File: src/rtl/fc_pkg.sv
// Shared definitions for the FC receive path: word layout, K28.5 and
// the word-class / sync-state enumerations.
package fc_pkg;

   localparam logic [7:0] K28_5 = 8'hBC;

   // One transmission word = 4 lanes of {K, byte}; byte 0 is sent first.
   localparam int unsigned WORD_W  = 36;
   localparam int unsigned LANE_W  = 9;
   localparam int unsigned K_OFS   = 8;
   localparam int unsigned BYTE0_L = 0;
   localparam int unsigned K0_BIT  = 0 * LANE_W + K_OFS;
   localparam int unsigned K1_BIT  = 1 * LANE_W + K_OFS;
   localparam int unsigned K2_BIT  = 2 * LANE_W + K_OFS;
   localparam int unsigned K3_BIT  = 3 * LANE_W + K_OFS;

   typedef enum logic [1:0] {
      WC_DATA,
      WC_OS,
      WC_INVALID
   } word_class_e;

   typedef enum logic [1:0] {
      HUNT,
      ACQ,
      SYNCED
   } sync_state_e;

endpackage

File: src/rtl/fc_word_classify.sv
// Combinational classifier: data word, ordered set (K28.5 lead) or invalid.
module fc_word_classify
   import fc_pkg::*;
(
   input  logic [WORD_W-1:0] rx_data,
   input  logic              rx_valid,
   output word_class_e       word_class
);

   logic [3:0] k_bits;
   logic [7:0] byte0;

   // Pick out K flags and the leading byte, then classify.
   always_comb begin
      k_bits     = {rx_data[K3_BIT], rx_data[K2_BIT], rx_data[K1_BIT], rx_data[K0_BIT]};
      byte0      = rx_data[BYTE0_L +: 8];
      word_class = WC_INVALID;
      if (rx_valid) begin
         if (k_bits == 4'b0000)
            word_class = WC_DATA;
         else if (k_bits == 4'b0001 && byte0 == K28_5)
            word_class = WC_OS;
      end
   end

endmodule

File: src/rtl/fc_rx_sync.sv
// Receive word synchronization: acquire on consecutive ordered sets,
// lose sync on net invalid-word credit, forward words while synced.
// Optional statistics counters: define FC_RX_SYNC_STATS_EN.
module fc_rx_sync
   import fc_pkg::*;
#(
   parameter int unsigned ACQ_OS_COUNT   = 3,
   parameter int unsigned LOSS_ERR_COUNT = 4,
   parameter int unsigned CNT_W          = 16
) (
   input  logic              clk,
   input  logic              reset_n,
   input  logic [WORD_W-1:0] rx_data,
   input  logic              rx_valid,
   output logic [WORD_W-1:0] out_data,
   output logic              out_valid,
   output logic              out_os,
   output logic              sync,
   output logic              err,
   output logic [CNT_W-1:0]  invalid_count,
   output logic [CNT_W-1:0]  los_count
);

   localparam logic [2:0] ACQ_N  = ACQ_OS_COUNT[2:0];
   localparam logic [2:0] LOSS_N = LOSS_ERR_COUNT[2:0];

   word_class_e       cls;
   sync_state_e       state_q, state_d;
   logic [2:0]        os_cnt_q, os_cnt_d;
   logic [2:0]        err_cnt_q, err_cnt_d;
   logic              good_run_q, good_run_d;
   logic [WORD_W-1:0] out_data_q, out_data_d;
   logic              out_valid_q, out_valid_d;
   logic              out_os_q, out_os_d;
   logic              sync_q, sync_d;
   logic              err_q, err_d;

   fc_word_classify u_classify (
      .rx_data    (rx_data),
      .rx_valid   (rx_valid),
      .word_class (cls)
   );

   // Next-state and registered-output computation.
   always_comb begin
      state_d    = state_q;
      os_cnt_d   = os_cnt_q;
      err_cnt_d  = err_cnt_q;
      good_run_d = good_run_q;
      case (state_q)
         HUNT: begin
            if (cls == WC_OS) begin
               state_d  = ACQ;
               os_cnt_d = 3'd1;
            end
         end
         ACQ: begin
            if (cls == WC_OS) begin
               if (os_cnt_q + 3'd1 == ACQ_N) begin
                  state_d    = SYNCED;
                  os_cnt_d   = '0;
                  err_cnt_d  = '0;
                  good_run_d = 1'b0;
               end else begin
                  os_cnt_d = os_cnt_q + 3'd1;
               end
            end else if (cls == WC_INVALID) begin
               state_d  = HUNT;
               os_cnt_d = '0;
            end
         end
         SYNCED: begin
            if (cls == WC_INVALID) begin
               good_run_d = 1'b0;
               if (err_cnt_q + 3'd1 == LOSS_N) begin
                  state_d   = HUNT;
                  os_cnt_d  = '0;
                  err_cnt_d = '0;
               end else begin
                  err_cnt_d = err_cnt_q + 3'd1;
               end
            end else if (err_cnt_q != '0) begin
               // Two consecutive valid words cancel one outstanding error.
               if (good_run_q) begin
                  err_cnt_d  = err_cnt_q - 3'd1;
                  good_run_d = 1'b0;
               end else begin
                  good_run_d = 1'b1;
               end
            end
         end
         default: begin
            state_d    = HUNT;
            os_cnt_d   = '0;
            err_cnt_d  = '0;
            good_run_d = 1'b0;
         end
      endcase

      out_data_d  = rx_data;
      out_valid_d = (cls != WC_INVALID) && (state_d == SYNCED);
      out_os_d    = (cls == WC_OS) && out_valid_d;
      sync_d      = (state_d == SYNCED);
      err_d       = (cls == WC_INVALID);
   end

   // State, internal counters and output registers.
   always_ff @(posedge clk or negedge reset_n) begin
      if (!reset_n) begin
         state_q     <= HUNT;
         os_cnt_q    <= '0;
         err_cnt_q   <= '0;
         good_run_q  <= 1'b0;
         out_data_q  <= '0;
         out_valid_q <= 1'b0;
         out_os_q    <= 1'b0;
         sync_q      <= 1'b0;
         err_q       <= 1'b0;
      end else begin
         state_q     <= state_d;
         os_cnt_q    <= os_cnt_d;
         err_cnt_q   <= err_cnt_d;
         good_run_q  <= good_run_d;
         out_data_q  <= out_data_d;
         out_valid_q <= out_valid_d;
         out_os_q    <= out_os_d;
         sync_q      <= sync_d;
         err_q       <= err_d;
      end
   end

   assign out_data  = out_data_q;
   assign out_valid = out_valid_q;
   assign out_os    = out_os_q;
   assign sync      = sync_q;
   assign err       = err_q;

`ifdef FC_RX_SYNC_STATS_EN
   logic [CNT_W-1:0] invalid_cnt_q, invalid_cnt_d;
   logic [CNT_W-1:0] los_cnt_q, los_cnt_d;

   // Saturating statistics updates.
   always_comb begin
      invalid_cnt_d = invalid_cnt_q;
      los_cnt_d     = los_cnt_q;
      if (cls == WC_INVALID && invalid_cnt_q != '1)
         invalid_cnt_d = invalid_cnt_q + CNT_W'(1);
      if (state_q == SYNCED && state_d == HUNT && los_cnt_q != '1)
         los_cnt_d = los_cnt_q + CNT_W'(1);
   end

   // Statistics registers.
   always_ff @(posedge clk or negedge reset_n) begin
      if (!reset_n) begin
         invalid_cnt_q <= '0;
         los_cnt_q     <= '0;
      end else begin
         invalid_cnt_q <= invalid_cnt_d;
         los_cnt_q     <= los_cnt_d;
      end
   end

   assign invalid_count = invalid_cnt_q;
   assign los_count     = los_cnt_q;
`else
   assign invalid_count = '0;
   assign los_count     = '0;
`endif

endmodule

File: config.mk
export PLATFORM = sky130hd
export DESIGN_NAME = fc_rx_sync
export DESIGN_NICKNAME = d
export VERILOG_FILES = /design/src/rtl/fc_pkg.sv /design/src/rtl/fc_word_classify.sv /design/src/rtl/fc_rx_sync.sv
export SDC_FILE = /design/constraint.sdc
export NUM_CORES = 1
export LEC_CHECK = 0
export CAP_MARGIN = 15
export CORE_MARGIN = 3
export CORE_UTILIZATION = 38
export CTS_BUF_LIST = sky130_fd_sc_hd__clkbuf_8
export DETAILED_ROUTE_END_ITERATION = 10
export DONT_BUFFER_PORTS = 1
export GPL_TIMING_DRIVEN = 0
export PLACE_DENSITY = 0.53
export SYNTH_ARGS = -nofsm -noshare
export SYNTH_HDL_FRONTEND = slang
export SYNTH_SLANG_ARGS = --single-unit
File: constraint.sdc
create_clock -name clk -period 1.4 [get_ports clk]
set_input_delay 0.14 -clock clk [delete_from_list [all_inputs] [get_ports clk]]
set_output_delay 0.14 -clock clk [all_outputs]
set_load 0.005 [all_outputs]
==> flow_summary.json <==
{
  "critPathSlowestCell": "nor4_4",
  "drive_gt1_frac": 0.2927,
  "boundaryPins": 111,
  "yosys_warnings": 0,
  "min_path_type": "input port to async pin",
  "max_stage_delay_ps": 290,
  "netlist_area_mm2": 0.002011,
  "synthCells": 163,
  "rsz0062_at_grt": "true",
  "syn_to_final_growth_pct": 44.74,
  "crit_required_ps": 1650,
  "crit_buf_inv": 2,
  "pwr_density_cell_mw_per_mm2": 935.5,
  "viasPerCell": 4.326,
  "r2r_slack_ps": -60,
  "die_h_um": 78.74,
  "power_frac_clock": 0.363,
  "ys.flop_type": "dfrtp_1",
  "synth_cell_type_count": 33,
  "grt_pass1_wl_mm": 6.665,
  "avgSynthCellArea_um2": 12.34,
  "initialDrtViolationCount": 24,
  "initial_core_util": 0.4094,
  "path_delay_family": "simple AND/OR/NAND/NOR gates",
  "path_class": "input port to flop",
  "wl_mm": 4.391,
  "fin_util": 0.5926,
  "finalInstanceArea_mm2": 0.002910,
  "outcome": "finished with violations",
  "finalWeightedCongestion": 0.7375,
  "swShare": 0.2104,
  "htreeDepth": 2,
  "maxCapViolCount": 0,
  "synth_commonest_cells": "dfrtp_1, buf_4, nand2_1",
  "hold_violations": 0,
  "clkSlewWorstSetupHoldPaths_ps": 90,
  "post-route-drc-count": 0,
  "synth_edf_count": 0,
  "yosysSeqAreaShare": 0.6098,
  "p_comb_frac": 0.086,
  "final_antenna_net_count": 0,
  "clkLatencyLatePin_ps": 300,
  "fin_crit_sh": 1.058,
  "wl_per_cell_um": 14.03,
  "crit_chain": "nand4b_1 -> nor4_4 -> nand2b_4 -> and2_4 -> ha_4 -> buf_4 -> buf_4 -> nand2_1 -> nor4_2 -> a21o_1",
  "power.switching_w": 0.0005729,
  "clock_skew_ps": 7.810,
  "start_kind": "input port",
  "num_vias": 1354,
  "yosysTopAreaCell": "dfrtp_1",
  "numCtsBuffers": 5,
  "first_pass_iters": 4,
  "grt_max_degree": 50,
  "rows": 25,
  "synthTopCellsByArea": "dfrtp_1, buf_4, ha_1, nand2_1, mux2i_1",
  "setup.worst_path.end_class": "flop",
  "seqPwrFrac": 0.551,
  "violations": "setup timing",
  "grt_usage": 0.1408,
  "dieArea_mm2": 0.006200,
  "dp.cells": 261,
  "dpl_cell_area_mm2": 0.002256,
  "port_buffers": 0,
  "design.core.area_mm2": 0.004911,
  "synth_top_area_frac": 0.6098,
  "grt_pass1_vias": 1339,
  "setup_tns_ps": -346.5,
  "setup_viol": 6,
  "grt-ovfl-total": 0,
  "cts_tree": "yes",
  "fp.dieW_um": 78.74,
  "fmaxAchievable_ghz": 0.6750,
  "layout.cells.non_filler": 313,
  "period_needed_ps": 1482,
  "synth.most_common_cell": "dfrtp_1",
  "layout_setup_ws_ps": -81.59,
  "crit_top_cell": "buf_4",
  "ys_ff_latch": 49,
  "n_antenna_cell": 0,
  "dp_hpwl_mm": 2.948,
  "arrival_ps": 1730,
  "clock-root-buffer": "clkbuf_8",
  "drv_slew": 0,
  "cp_max_fo": 3,
  "clock-sinks": 49,
  "antenna_found_initial": 0,
  "cellLeakagePower_nw": 1.377,
  "clockBufferDepth": 2,
  "synth-async-reset-ratio": 1.000,
  "peakVddDrop_mv": 0.4012,
  "nNetsFinal": 293,
  "internal_power_w": 0.002150
}
final timing paths:
check / from / endpoint / cells after the start
max reg2reg: os_cnt_q[1] / os_cnt_q[0] / 5
max in group asynchronous: reset_n / out_data[28] / 2
min: reset_n / state_q[0] / 2
min reg2reg: os_cnt_q[1] / os_cnt_q[1] / 1
max: rx_data[6] / os_cnt_q[1] / 10
min in group clk: rx_data[17] / err / 4
sequential cells by signal, indices dropped and copies added, names as in the netlist:
register / count
os_cnt_q: 3
out_os: 1
sync: 1
err: 1
good_run_q: 1
out_data: 36
state_q: 2
err_cnt_q: 3
out_valid: 1
cell type report:
cell class	instances	area, um^2
clock inverter	3	43.79
timing repair buffer	45	450.4
clock buffer	5	68.82
inverter	7	26.28
fill	408	2001
sequential	49	1226
tap	67	83.83
multi-input combinational	103	760.7
buffer	34	250.2
kinds of logic (layout without fill, tap and decap cells):
family | after synthesis | count (layout) | synth area share
DFF | 49 | 49 | 0.6098
buffers and inverters | 42 | 94 | 0.1394
and+or+nand+nor | 40 | 40 | 0.1052
muxes | 4 | 4 | 0.01991
AOI/OAI and AO/OA | 15 | 15 | 0.05477
adders and majority gates | 9 | 9 | 0.05601
other | 1 | 32 | 0.001865
xor gates and xnor gates | 3 | 3 | 0.01307
power by group through the flow:
stage	combinational [W]	clock (W)	sequential [W]
2_1_floorplan	0.000101	0	0.00152
3_3_place_gp	0.000104	0	0.00153
3_5_place_dp	0.000104	0	0.00153
4_1_cts	0.000229	0.00103	0.00150
5_1_grt	0.000261	0.00110	0.00150
6_report	0.000235	0.000989	0.00150
per-layer routing:
layer / global-route usage / share of wire / vias to the layer above
li1: - / - / 630
met2: 0.2572 / 0.55 / 61
met3: 0.04649 / 0.074 / 9
met4: 0.05769 / 0.017 / 0
met1: 0.1476 / 0.36 / 654
met5: 0 / 0 / -
through the flow:
stage	total power (W)	hold WS, ps	setup WS [ps]
global route	0.002864	364.1	-160.7
global placement	0.001632	-154.4	-511.6
finish	0.002723	349.8	-81.59
floorplan	0.001621	-155.6	-250.2
CTS	0.002758	338.9	-98.01
detailed placement	0.001634	-154.6	-518.2
timing repair:
item / 4_1_cts / 5_1_grt
setup buffers: 6 / 1
endpoints found under the setup margin: 8 / 12
pin swaps: 6 / 6
hold endpoints to repair: 85 / 0
resized for setup: 5 / 11
hold buffers: 38 / 0
layout by cell type, fill, tap and decap left out, types with 2 or more instances in the layout:
master / synthesis / routed
nor2b_1: 2 / 2
mux2i_1: 4 / 4
inv_1: 7 / 7
conb_1: 1 / 32
nand2b_4: 0 / 3
dfrtp_1: 49 / 49
nand3_1: 5 / 3
xnor2_1: 3 / 2
dlygate4sd3_1: 0 / 37
clkbuf_8: 0 / 5
buf_4: 32 / 39
nand2b_1: 6 / 3
buf_2: 2 / 2
ha_1: 9 / 6
nor2_1: 3 / 3
nand2_1: 13 / 13
ha_4: 0 / 2
a21oi_2: 0 / 2
nand3_2: 0 / 2
and2_4: 1 / 3
Power figures use the tool's default switching activity.
